### config.mk
export PLATFORM = sky130hd
export DESIGN_NAME = instr_loader
export DESIGN_NICKNAME = d
export VERILOG_FILES = /design/src/rtl/isa_pkg.sv /design/src/rtl/op_onehot_enc.sv /design/src/rtl/instr_loader.sv
export SDC_FILE = /design/constraint.sdc
export NUM_CORES = 1
export LEC_CHECK = 0
export ABC_AREA = 1
export CORE_ASPECT_RATIO = 1.5
export CORE_UTILIZATION = 40
export CTS_CLUSTER_SIZE = 25
export DETAILED_ROUTE_END_ITERATION = 12
export PLACE_DENSITY = 0.64
export SETUP_SLACK_MARGIN = 0.05
export SLEW_MARGIN = 20
export SYNTH_ARGS = -nofsm -noshare
export SYNTH_HDL_FRONTEND = slang
export SYNTH_SLANG_ARGS = --single-unit
export TNS_END_PERCENT = 50
### constraint.sdc
create_clock -name clk -period 1.85 [get_ports clk]
set_clock_uncertainty 0.05 [all_clocks]
set_input_delay 0.2775 -clock clk [delete_from_list [all_inputs] [get_ports clk]]
set_output_delay 0.2775 -clock clk [all_outputs]
set_load 0.02 [all_outputs]
### src/rtl/isa_pkg.sv
// rtl/isa_pkg.sv - shared ISA constants, op indices and loader state enum
package isa_pkg;
  localparam int OPC_W   = 27;
  localparam int NUM_OPS = 23;

  localparam logic [4:0] END_IDX = 5'h1F;

  localparam logic [4:0] OP_IDX_NOOP = 5'd0;
  localparam logic [4:0] OP_IDX_ADD  = 5'd7;
  localparam logic [4:0] OP_IDX_ADDI = 5'd8;
  localparam logic [4:0] OP_IDX_BRGE = 5'd22;

  typedef enum logic [2:0] {
    ST_IDLE,
    ST_B0,
    ST_B1,
    ST_B2,
    ST_WR,
    ST_CSUM,
    ST_DONE
  } loader_state_t;
endpackage

### src/rtl/op_onehot_enc.sv
// rtl/op_onehot_enc.sv - 5-bit op index to 23-bit one-hot op field with legality flag
module op_onehot_enc
  import isa_pkg::*;
(
  input  logic [4:0]         idx,
  output logic [NUM_OPS-1:0] onehot,
  output logic               legal
);

  // Index 0 is NOOP (all-zero op field); index k sets bit k-1.
  always_comb begin
    onehot = '0;
    legal  = (idx <= 5'(NUM_OPS));
    for (int k = 1; k <= NUM_OPS; k++) begin
      if (idx == 5'(k)) onehot[k-1] = 1'b1;
    end
  end

endmodule

### src/rtl/instr_loader.sv
// rtl/instr_loader.sv - byte-stream program loader into instruction memory
// Optional trailing XOR checksum byte enabled by LOADER_CHECKSUM_EN.
module instr_loader
  import isa_pkg::*;
#(
  parameter int IMEM_AW = 8,
  parameter int IMM_W   = 8
) (
  input  logic                     clk,
  input  logic                     rst,
  input  logic                     start,
  input  logic [7:0]               in_data,
  input  logic                     in_valid,
  output logic                     in_ready,
  output logic                     imem_we,
  output logic [IMEM_AW-1:0]       imem_addr,
  output logic [OPC_W+IMM_W-1:0]   imem_wdata,
  output logic                     cpu_hold,
  output logic                     done,
  output logic [IMEM_AW:0]         count,
  output logic                     err_bad_op,
  output logic                     err_full,
  output logic                     err_csum
);

`ifdef LOADER_CHECKSUM_EN
  localparam loader_state_t END_NEXT = ST_CSUM;
`else
  localparam loader_state_t END_NEXT = ST_DONE;
`endif

  loader_state_t      state;
  logic [NUM_OPS-1:0] op_q;
  logic [1:0]         x_q;
  logic [1:0]         y_q;
  logic               frame_bad;
  logic               full;
  logic [NUM_OPS-1:0] enc_onehot;
  logic               enc_legal;
  logic               accept;
  logic               b0_bad;

  op_onehot_enc u_enc (
    .idx    (in_data[4:0]),
    .onehot (enc_onehot),
    .legal  (enc_legal)
  );

  assign in_ready = (state == ST_B0) || (state == ST_B1) ||
                    (state == ST_B2) || (state == ST_CSUM);
  assign cpu_hold = (state != ST_IDLE);
  assign done     = (state == ST_DONE);
  assign accept   = in_valid && in_ready;
  assign b0_bad   = (in_data[7:5] != 3'b000) || !enc_legal;

  always_ff @(posedge clk) begin
    if (rst) begin
      state      <= ST_IDLE;
      imem_we    <= 1'b0;
      imem_addr  <= '0;
      imem_wdata <= '0;
      count      <= '0;
      err_bad_op <= 1'b0;
      err_full   <= 1'b0;
      full       <= 1'b0;
      op_q       <= '0;
      x_q        <= 2'b00;
      y_q        <= 2'b00;
      frame_bad  <= 1'b0;
    end else begin
      imem_we <= 1'b0;
      unique case (state)
        ST_IDLE: begin
          if (start) begin
            state      <= ST_B0;
            imem_addr  <= '0;
            count      <= '0;
            full       <= 1'b0;
            err_bad_op <= 1'b0;
            err_full   <= 1'b0;
          end
        end
        ST_B0: begin
          if (accept) begin
            if (in_data == {3'b000, END_IDX}) begin
              state <= END_NEXT;
            end else begin
              op_q      <= enc_onehot;
              frame_bad <= b0_bad;
              if (b0_bad) err_bad_op <= 1'b1;
              state     <= ST_B1;
            end
          end
        end
        ST_B1: begin
          if (accept) begin
            x_q   <= in_data[3:2];
            y_q   <= in_data[1:0];
            state <= ST_B2;
          end
        end
        ST_B2: begin
          if (accept) begin
            imem_wdata <= {x_q, y_q, op_q, in_data[IMM_W-1:0]};
            imem_we    <= !frame_bad && !full;
            if (!frame_bad && full) err_full <= 1'b1;
            state      <= ST_WR;
          end
        end
        ST_WR: begin
          // Saturate at the top address; the full flag blocks further writes.
          if (imem_we) begin
            count <= count + (IMEM_AW+1)'(1);
            if (imem_addr == '1) full <= 1'b1;
            else                 imem_addr <= imem_addr + IMEM_AW'(1);
          end
          state <= ST_B0;
        end
        ST_CSUM: begin
          if (accept) state <= ST_DONE;
        end
        ST_DONE: state <= ST_IDLE;
        default: state <= ST_IDLE;
      endcase
    end
  end

`ifdef LOADER_CHECKSUM_EN
  logic [7:0] csum;

  // Running XOR covers every accepted byte of the load, END included.
  always_ff @(posedge clk) begin
    if (rst) begin
      csum     <= 8'h00;
      err_csum <= 1'b0;
    end else if (state == ST_IDLE) begin
      if (start) begin
        csum     <= 8'h00;
        err_csum <= 1'b0;
      end
    end else if (accept) begin
      if (state == ST_CSUM) begin
        if (in_data != csum) err_csum <= 1'b1;
      end else begin
        csum <= csum ^ in_data;
      end
    end
  end
`else
  assign err_csum = 1'b0;
`endif

endmodule
==> metrics.md <==
| Metric | Value |
|---|---|
| Leading area contributor after synthesis | dfxtp_1 |
| Root Driver | clkbuf_16 |
| Avg Cell Area, Syn | approximately 7.0 um^2 |
| Drt pass-1 iters | 5 |
| Netlist Area Pre-Place | just under 0.004 mm^2 |
| CP Cell Sequence | clkdlybuf4s50_1 |
| Cells after Synth | 558 |
| Period utilization | 0.940 |
| Gr usage total | 0.198 |
| Max Cap Viol | 0 |
| Clk buf depth | 2 |
| Top_reg_cell synth | dfxtp_1 |
| Non-filler cells, final | approximately 750 |
| Most frequent cell after synthesis | nor2_1 |
| Total CTS buffers | 9 |
| Yosys warns | 0 |
| IO buf count | between 60 and 70 |
| Starting density of the core | 0.416 |
| Die X | ~83 um |
| Top Family by Delay on Critical Path | buffers and inverters |
| Final slew viol count | 0 |
| R2r startpoint | imem_addr[0]$_SDFFE_PP0P_ |
| Final HPWL DP | 7100 um |
| Seq/Total Area, Yosys | 0.447 |
| Reported leakage power | ~0.002 uW |
| CTS tree | done |
| Avg Vias per Cell | ~5 |
| Hold_buf cts | 0 |
| Nets | 650 |
| P&R area growth vs syn | 31.1% |
| Post-CTS setup buffer count | 0 |
| IO Count | 71 |
| Placed cell count | 737 |
| Power per cell area | approximately 910 mW/mm^2 |
| Via Count | around 3700 |
| FP Rows | 43 |
| WL final | around 9500 um |
| Full die area | between 0.01 and 0.015 mm^2 |
| Initial DRC Count | 151 |
| Average wire per standard cell | 12.6 um |
| Netlist cell types | 30 |
| Hold WS | approximately 0.40 ns |
| Worst-skew pair later-pin latency | approximately 0.34 ns |
| Core Area | around 0.0094 mm^2 |
| Setup Viol. Count Final | 0 |
| CP Capture Type | primary output |
| Antenna violations before repair | 0 |
| Final-report hold violation count | 0 |
| Ranking of synthesized cells by area | dfxtp_1 (45%), nor2_1 (11%), nand2_1 (9.4%) |
| Worst path max stage delay | ~0.64 ns |
| Grt ovf | 0 |
| Asr flop ratio synth | 0 |
| Top post-synthesis cells by count | nor2_1 (115), nand2_1 (98), dfxtp_1 (87) |
| Fmax | about 580 MHz |
| Setup TNS | 0 ns |
| Peak VDD IR | slightly above 0.6 mV |
| Drt drc | 0 |
| Largest net degree at the start of global routing | 29 |
| Htree depth | 3 |
| Worst Path Arrival | about 1.4 ns |
| Req. time, crit path | approximately 1.5 ns |
| ANT cells | 0 |
| DRT antenna net count | 0 |
| Design area | 0.00511 mm^2 |
| Post-Syn Nets | 572 |
| Vias in the first global route | approximately 3500 |
| First-pass GRT wire length | between 15000 and 20000 um |
| Critical Path Source Type | flop |
| CP max-delay cell | clkdlybuf4s50_1 |
| Sink Count | just under 90 |
| Flops & latches, synth | 87 |
| Share of cells above drive strength 1 | 0.0952 |
| Final Critical Period | approximately 1.7 ns |
| Die height | around 120 um |
| Unrepaired setup endpoints after global routing | true |
| Post-synth EDFFs | 0 |
| Hold WC Path Type | flop to flop |
| Setup crit start | imem_addr[2]$_SDFFE_PP0P_ |
| DP Area | around 0.0048 mm^2 |
| Critical path class | flop to primary output |
| Outcome | finished, final reports clean |
| Clock Pin Slew Worst Setup and Hold Paths | 0.06 ns |
| Hold path start | full$_SDFFE_PP0P_ |
| Top cell type's share of synthesized area | 0.447 |
| CP bufs+invs | 1 |
| Final GP Congestion | 0.886 |
| CP max FO | 6 |
[placed cells by master, fill, tap and decap left out]
master / count
nand3b_1: 1
o21ai_2: 1
clkbuf_8: 3
dfxtp_2: 3
inv_1: 51
a21oi_2: 1
bufinv_16: 1
conb_1: 1
dfxtp_1: 84
nand3_2: 2
buf_12: 3
nand2_4: 1
nor3_1: 6
nand2_2: 5
a21oi_1: 49
xnor2_1: 1
dlymetal6s2s_1: 1
nand3_1: 20
clkdlybuf4s50_1: 65
clkinvlp_4: 1
buf_4: 24
o21a_1: 1
clkinv_1: 1
dlygate4sd2_1: 2
o21ai_0: 46
nor2_1: 115
nand4_1: 29
nor3_2: 1
nand2_1: 98
inv_2: 5
o21bai_1: 1
ha_1: 2
nor2_4: 1
clkbuf_16: 9
clkbuf_1: 2
nor4_1: 2
and3_1: 1
clkdlybuf4s15_1: 1
[final cells by class]
type	count	area, um^2
Tap cell	112	140
Timing Repair Buffer	96	931
Clock inverter	2	37.5
Inverter	57	214
Clock buffer	14	274
Multi-Input combinational cell	385	1770
Sequential cell	87	1750
Fill cell	928	4250
[metal layers]
layer / global-route usage / share of wire / routed length (um) / vias to the layer above
met5: 0 / 0 / 0 / -
met3: 0.0413 / 0.036 / 337 / 15
met2: 0.353 / 0.52 / 4960 / 72
li1: - / - / - / 1957
met4: 0.0851 / 0.020 / 194 / 0
met1: 0.222 / 0.42 / 4000 / 1685
[power breakdown]
group / total [uW] / switching, uW / internal [uW]
combinational: 772 / 474 / 298
sequential: 2010 / 60.3 / 1950
clock: 1860 / 701 / 1160
total: 4640 / 1230 / 3400
[metrics by stage]
stage	utilization	setup WS, ns	power, uW
after floorplan	-	0.300	2530
after global routing	0.546	0.0324	4850
after global placement	0.512	0.0519	2810
final	0.546	0.111	4640
after CTS	0.545	0.0713	4690
after detailed placement	0.512	0.0172	2830
[kinds of logic (layout without fill, tap and decap cells)]
logic type      after synthesis  count (layout)  share of synthesized area
fa+ha+maj                     2               2                    0.00642
flops                        87              87                      0.447
simple gates                282             282                      0.313
buf+inv                      86             169                     0.0998
compound gates               99              99                      0.130
xor+xnor                      1               1                    0.00225
other cells                   1               1                   0.000962
[flip-flops by register name (all words and copies together) (netlist names), 2 cells and up]
name        flops
imem_wdata     35
state           3
op_q           23
y_q             2
x_q             2
imem_addr       8
count           9
[timing repair]
| item | 4_1_cts | 5_1_grt |
|---|---|---|
| gates resized for setup | 6 | 2 |
| endpoints found under the setup margin | 3 | 3 |
| hold endpoints to repair | 0 | 0 |
[path summary, 6_finish.rpt]
check | to | cells after the start | slack, ns
setup / recovery | imem_addr[2] | 1 | 0.11
hold / removal | imem_we$_SDFF_PP0_ | 1 | 0.40
hold reg to reg | imem_we$_SDFF_PP0_ | 1 | 0.40
setup reg to reg | imem_addr[5]$_SDFFE_PP0P_ | 9 | 0.24
No activity file was read; power rests on OpenSTA's default activity.
